===== src/rtl/double_buffer_loader.sv =====
// double_buffer_loader: write-side sequencer for the addressable double buffer.
// Fills the inactive bank from a valid/ready stream, pads short frames, then swaps.
module double_buffer_loader #(
   parameter int DATA_WIDTH  = 8,
   parameter int MATRIX_SIZE = 3,
   parameter int CNT_WIDTH   = 16
) (
   input  logic                           clk,
   input  logic                           rst,
   input  logic                           in_valid,
   output logic                           in_ready,
   input  logic [DATA_WIDTH-1:0]          in_data,
   input  logic                           in_last,
   input  logic                           consumer_ready,
   input  logic                           err_clr,
   output logic [$clog2(MATRIX_SIZE)-1:0] load_addr,
   output logic [DATA_WIDTH-1:0]          load_data,
   output logic                           load_we,
   output logic                           swap_buffers,
   output logic                           vec_valid,
   output logic                           frame_err,
   output logic [CNT_WIDTH-1:0]           vec_count
);

   localparam int AW = $clog2(MATRIX_SIZE);
   localparam logic [AW-1:0] LAST_IDX = AW'(MATRIX_SIZE - 1);

   typedef enum logic [1:0] {
      LOAD,
      PAD,
      FULL
   } state_t;

   state_t        state, state_n;
   logic [AW-1:0] idx, idx_n;
   logic          err_set;
   logic          swap;

   // Next-state, write port and swap decode for the current fill phase.
   always_comb begin
      state_n   = state;
      idx_n     = idx;
      err_set   = 1'b0;
      swap      = 1'b0;
      in_ready  = 1'b0;
      load_we   = 1'b0;
      load_addr = idx;
      load_data = '0;
      unique case (state)
         LOAD: begin
            in_ready = 1'b1;
            load_we  = in_valid;
            if (in_valid) begin
               load_data = in_data;
               if (idx == LAST_IDX) begin
                  idx_n   = '0;
                  state_n = FULL;
                  err_set = !in_last;
               end else begin
                  idx_n = idx + AW'(1);
                  if (in_last) begin
                     err_set = 1'b1;
                     state_n = PAD;
                  end
               end
            end
         end
         PAD: begin
            load_we = 1'b1;
            if (idx == LAST_IDX) begin
               idx_n   = '0;
               state_n = FULL;
            end else begin
               idx_n = idx + AW'(1);
            end
         end
         FULL: begin
            swap = consumer_ready;
            if (consumer_ready) begin
               state_n = LOAD;
            end
         end
         default: begin
            state_n = LOAD;
            idx_n   = '0;
         end
      endcase
   end

   assign swap_buffers = swap;

   // Phase and write-index registers.
   always_ff @(posedge clk) begin
      if (rst) begin
         state <= LOAD;
         idx   <= '0;
      end else begin
         state <= state_n;
         idx   <= idx_n;
      end
   end

   // Swap counter and the one-cycle new-vector pulse that trails each swap.
   always_ff @(posedge clk) begin
      if (rst) begin
         vec_count <= '0;
         vec_valid <= 1'b0;
      end else begin
         vec_valid <= swap;
         if (swap) begin
            vec_count <= vec_count + CNT_WIDTH'(1);
         end
      end
   end

   // Sticky framing error; a new mismatch outranks a simultaneous clear.
   always_ff @(posedge clk) begin
      if (rst) begin
         frame_err <= 1'b0;
      end else if (err_set) begin
         frame_err <= 1'b1;
      end else if (err_clr) begin
         frame_err <= 1'b0;
      end
   end

endmodule


===== config.mk =====
export PLATFORM = sky130hd
export DESIGN_NAME = double_buffer_loader
export DESIGN_NICKNAME = d
export VERILOG_FILES = /design/src/rtl/double_buffer_loader.sv
export SDC_FILE = /design/constraint.sdc
export NUM_CORES = 1
export LEC_CHECK = 0
export ABC_CLOCK_PERIOD_IN_PS = 1700
export BUFFER_PORTS_ARGS = -buffer_cell sky130_fd_sc_hd__buf_2
export CAP_MARGIN = 20
export CORE_MARGIN = 1.5
export CORE_UTILIZATION = 46
export CTS_CLUSTER_DIAMETER = 120
export DETAILED_ROUTE_END_ITERATION = 7
export HOLD_SLACK_MARGIN = 0.05
export PLACE_DENSITY = 0.78
export RECOVER_POWER = 25
export SLEW_MARGIN = 10
export SYNTH_ARGS = -nofsm -noshare
export SYNTH_HDL_FRONTEND = slang
export SYNTH_SLANG_ARGS = --single-unit

===== constraint.sdc =====
create_clock -name clk -period 1.7 [get_ports clk]
set_clock_uncertainty 0.05 [all_clocks]
set_input_delay 0.51 -clock clk [delete_from_list [all_inputs] [get_ports clk]]
set_output_delay 0.51 -clock clk [all_outputs]
set_load 0.02 [all_outputs]

==> impl_metrics.py <==
metrics = {
    "setup_path": {
        "reg2reg_to": "vec_count[13]",
        "path_delay_family": "flip-flops",
        "r2r-start": "vec_count[2]",
        "crit_path_cell_trace": "nor2_4, and3_1, buf_6",
        "critPathKind": "flop to primary output",
        "end_kind": "primary output",
        "cp_max_fo": 7,
        "r2r_slack_ps": 110,
        "reg2reg_depth": 4,
        "max_stage_delay_ps": 400,
        "critPathBufInv": 1,
        "worst_path_max_delay_cell": "dfxtp_4",
        "critPathArrivalTime_ps": 1200,
        "cp-start-kind": "flop",
        "path_depth": 3,
        "required_ps": 1140,
    },
    "global_routing": {
        "antenna_found_initial": 0,
        "track_usage_pct": 20.8,
        "grt_pass1_wl_um": 4070,
        "grt_pass1_vias": 959,
        "grt_max_degree": 23,
        "overflow": 0,
    },
    "detailed_routing": {
        "drt_iter0_markers": 18,
        "routedWlPerCell_um": 13.0,
        "final_antenna_net_count": 0,
        "routed_wl_um": 2600,
        "first_pass_iters": 4,
        "num_vias": 1070,
        "drc": 0,
        "via_per_inst": 5.35,
    },
    "clocking": {
        "ctsHtreeMaxLevel": 1,
        "hold_buffers": 0,
        "cts.sinks": 22,
        "clk_pin_slew_ps": 110,
        "cts_made_buffers": 3,
        "cts_tree": "done",
        "clk_latency_ps": 300,
        "root_buffer": "clkbuf_4",
        "postCtsSetupBuffers": 0,
        "clock_path_buffers": 2,
    },
    "sta": {
        "fin_crit_sh_pct": 103,
        "finalSetupTns_ps": -254,
        "clock.fmax_mhz": 569,
        "setup_viol": 6,
        "worst_hold_slack_ps": 449,
        "final_max_slew_viol_count": 0,
        "relSlewSlack_pct": 73.5,
        "hold_violations": 0,
        "timing.final.crit_period_ps": 1760,
        "worst_slack_ps": -58.1,
        "rsz0062_at_grt": "yes",
        "tightest_slew_ps": 398,
    },
    "synth": {
        "syn_inst": 121,
        "synth_seq_cells": 22,
        "async_reset_ff_share_pct": 0,
        "synth-seq-area-share_pct": 42.7,
        "synth_nets": 136,
        "synth.cell_area_um2": 1030,
        "synth-main-ff-cell": "dfxtp_1",
        "syn_avg_cell_area_um2": 8.52,
        "yosys_warnings": 0,
        "synth-edff-count": 0,
        "ys_types": 28,
    },
    "final_layout": {
        "postLayoutCellArea_um2": 1420,
        "final_nets": 190,
        "area_delta_synth_final_pct": 37.4,
        "insertedDiodeCount": 0,
        "layout-drive-gt1-share_pct": 35.8,
    },
    "placement": {
        "gp_congestion": 0.804,
        "dpl.hpwl_um": 1820,
        "dp_slack_ps": -45.1,
        "placed_area_um2": 1330,
        "io_buffers": 44,
    },
    "job": {
        "cap_violations": 0,
    },
    "power": {
        "p_leak_uw": 0.000681,
        "p_per_area_nw_per_um2": 645,
        "peakVddDrop_uv": 573,
        "total_power_uw": 914,
    },
    "worst_hold_path": {
        "hp-start": "err_clr",
        "min_to": "frame_err",
        "worstHoldPathCells": 4,
        "hold_path_class": "primary input to flop",
    },
    "status": {
        "status": "complete, but fails checks",
        "violations": "setup timing",
    },
    "die": {
        "num_io_pins": 45,
        "die_area_um2": 2530,
        "num_rows": 16,
        "coreArea_um2": 2040,
        "die_x_um": 50.3,
        "initial_utilization_pct": 50.5,
        "die_y_um": 50.3,
    },
}
-- routing by layer --
| layer | share of wire [%] | global-route usage [%] | routed length (um) | up-vias |
|---|---|---|---|---|
| met3 | 5.2 | 5.65 | 135 | 2 |
| met2 | 51 | 36.8 | 1320 | 35 |
| met1 | 43 | 24.9 | 1110 | 498 |
| met4 | 1.2 | 4.95 | 31 | 0 |
| met5 | 0 | 0 | 0 | - |
| li1 | - | - | - | 535 |
-- timing repair --
| item | 4_1_cts | 5_1_grt |
|---|---|---|
| cloned | 1 | 0 |
| pin swaps | 1 | 1 |
| setup endpoints to repair | 11 | 10 |
| gates resized for setup | 16 | 5 |
-- final cells by class --
type                       count  area [um^2]
multi-input combinational     91          577
clock buffer                   3         22.5
inverter                       5         21.3
sequential                    22          448
fill                         191          626
timing repair buffer          52          314
tap                           27         33.8
-- logic make-up (layout without fill, tap and decap cells) --
logic type               after synthesis  after routing  synth area share (%)
AO/OA/AOI/OAI                         20             20                  10.7
XOR/XNOR                              10             10                  8.50
adder cells (fa/ha/maj)                1              1                  1.21
buffers and inverters                  9             60                  3.64
flip-flops                            22             22                  42.7
AND/OR/NAND/NOR                       59             60                  33.3
-- worst max path at each step --
stage | startpoint | slack, ps | to
final | state[0] | -60 | load_data[2]
after CTS | state[1] | -30 | load_data[1]
after global placement | consumer_ready | 40 | vec_count[15]
after detailed placement | consumer_ready | -50 | vec_count[13]
after global routing | state[0] | -110 | load_data[2]
after floorplan | vec_count[0] | 10 | vec_count[14]
-- cell usage in the layout, fill, tap and decap left out --
master	Yosys	layout
clkbuf_1	3	1
buf_4	1	11
buf_2	0	35
dfxtp_4	0	2
inv_4	0	1
and3_1	11	10
nand3b_4	1	1
nand3_1	3	3
o21bai_1	1	1
nor3_1	1	1
o21ai_0	4	4
clkbuf_4	0	4
xor2_1	8	8
or4_1	2	2
o31ai_1	2	2
and2_1	1	1
nor2_4	0	2
nand2_1	9	9
nor4b_1	1	1
a21oi_1	12	12
dfxtp_1	22	20
and3_4	0	1
nand4_1	4	4
nand4_4	1	1
buf_6	0	4
nor4_1	1	1
xnor2_1	2	2
inv_1	4	4
nor2b_1	2	2
nor2_1	15	14
ha_1	1	1
and4_1	2	2
a22oi_1	1	1
or3_1	5	5
-- synthesized netlist by cell type (all sizes together) (3+ instances only) --
| master | number | share of area [%] |
|---|---|---|
| nand4 | 5 | 4.5 |
| dfxtp | 22 | 43 |
| xor2 | 8 | 6.8 |
| clkbuf | 3 | 1.1 |
| and3 | 11 | 6.7 |
| a21oi | 12 | 5.8 |
| nand2 | 9 | 3.3 |
| or3 | 5 | 3.0 |
| nor2 | 15 | 5.5 |
| nand3 | 3 | 1.5 |
| inv | 5 | 1.8 |
| o21ai | 4 | 1.9 |
-- power by group --
group	switching (uW)	internal, uW	leakage, uW
logic	86.7	68.8	0.000488
registers	13.4	524	0.000179
clock network	138	82.6	0.0000138
-- worst reg2reg max path, cell delays in order, from the launching register on --
cell	delay (ps)
dfxtp_1	420
and3_1	250
nand4_4	140
or4_1	500
a21oi_1	170
-- state kept, by name, indices dropped and copies added (netlist names) --
name,cells
frame_err,1
load_addr,2
state,2
vec_count,16
vec_valid,1
-- stage by stage --
step / util, % / cells
2_1_floorplan: - / 121
3_3_place_gp: 65.1 / 196
3_5_place_dp: 65.1 / 196
4_1_cts: 68.6 / 200
5_1_grt: 69.4 / 200
6_report: 69.4 / 200
Power figures use the tool's default switching activity.
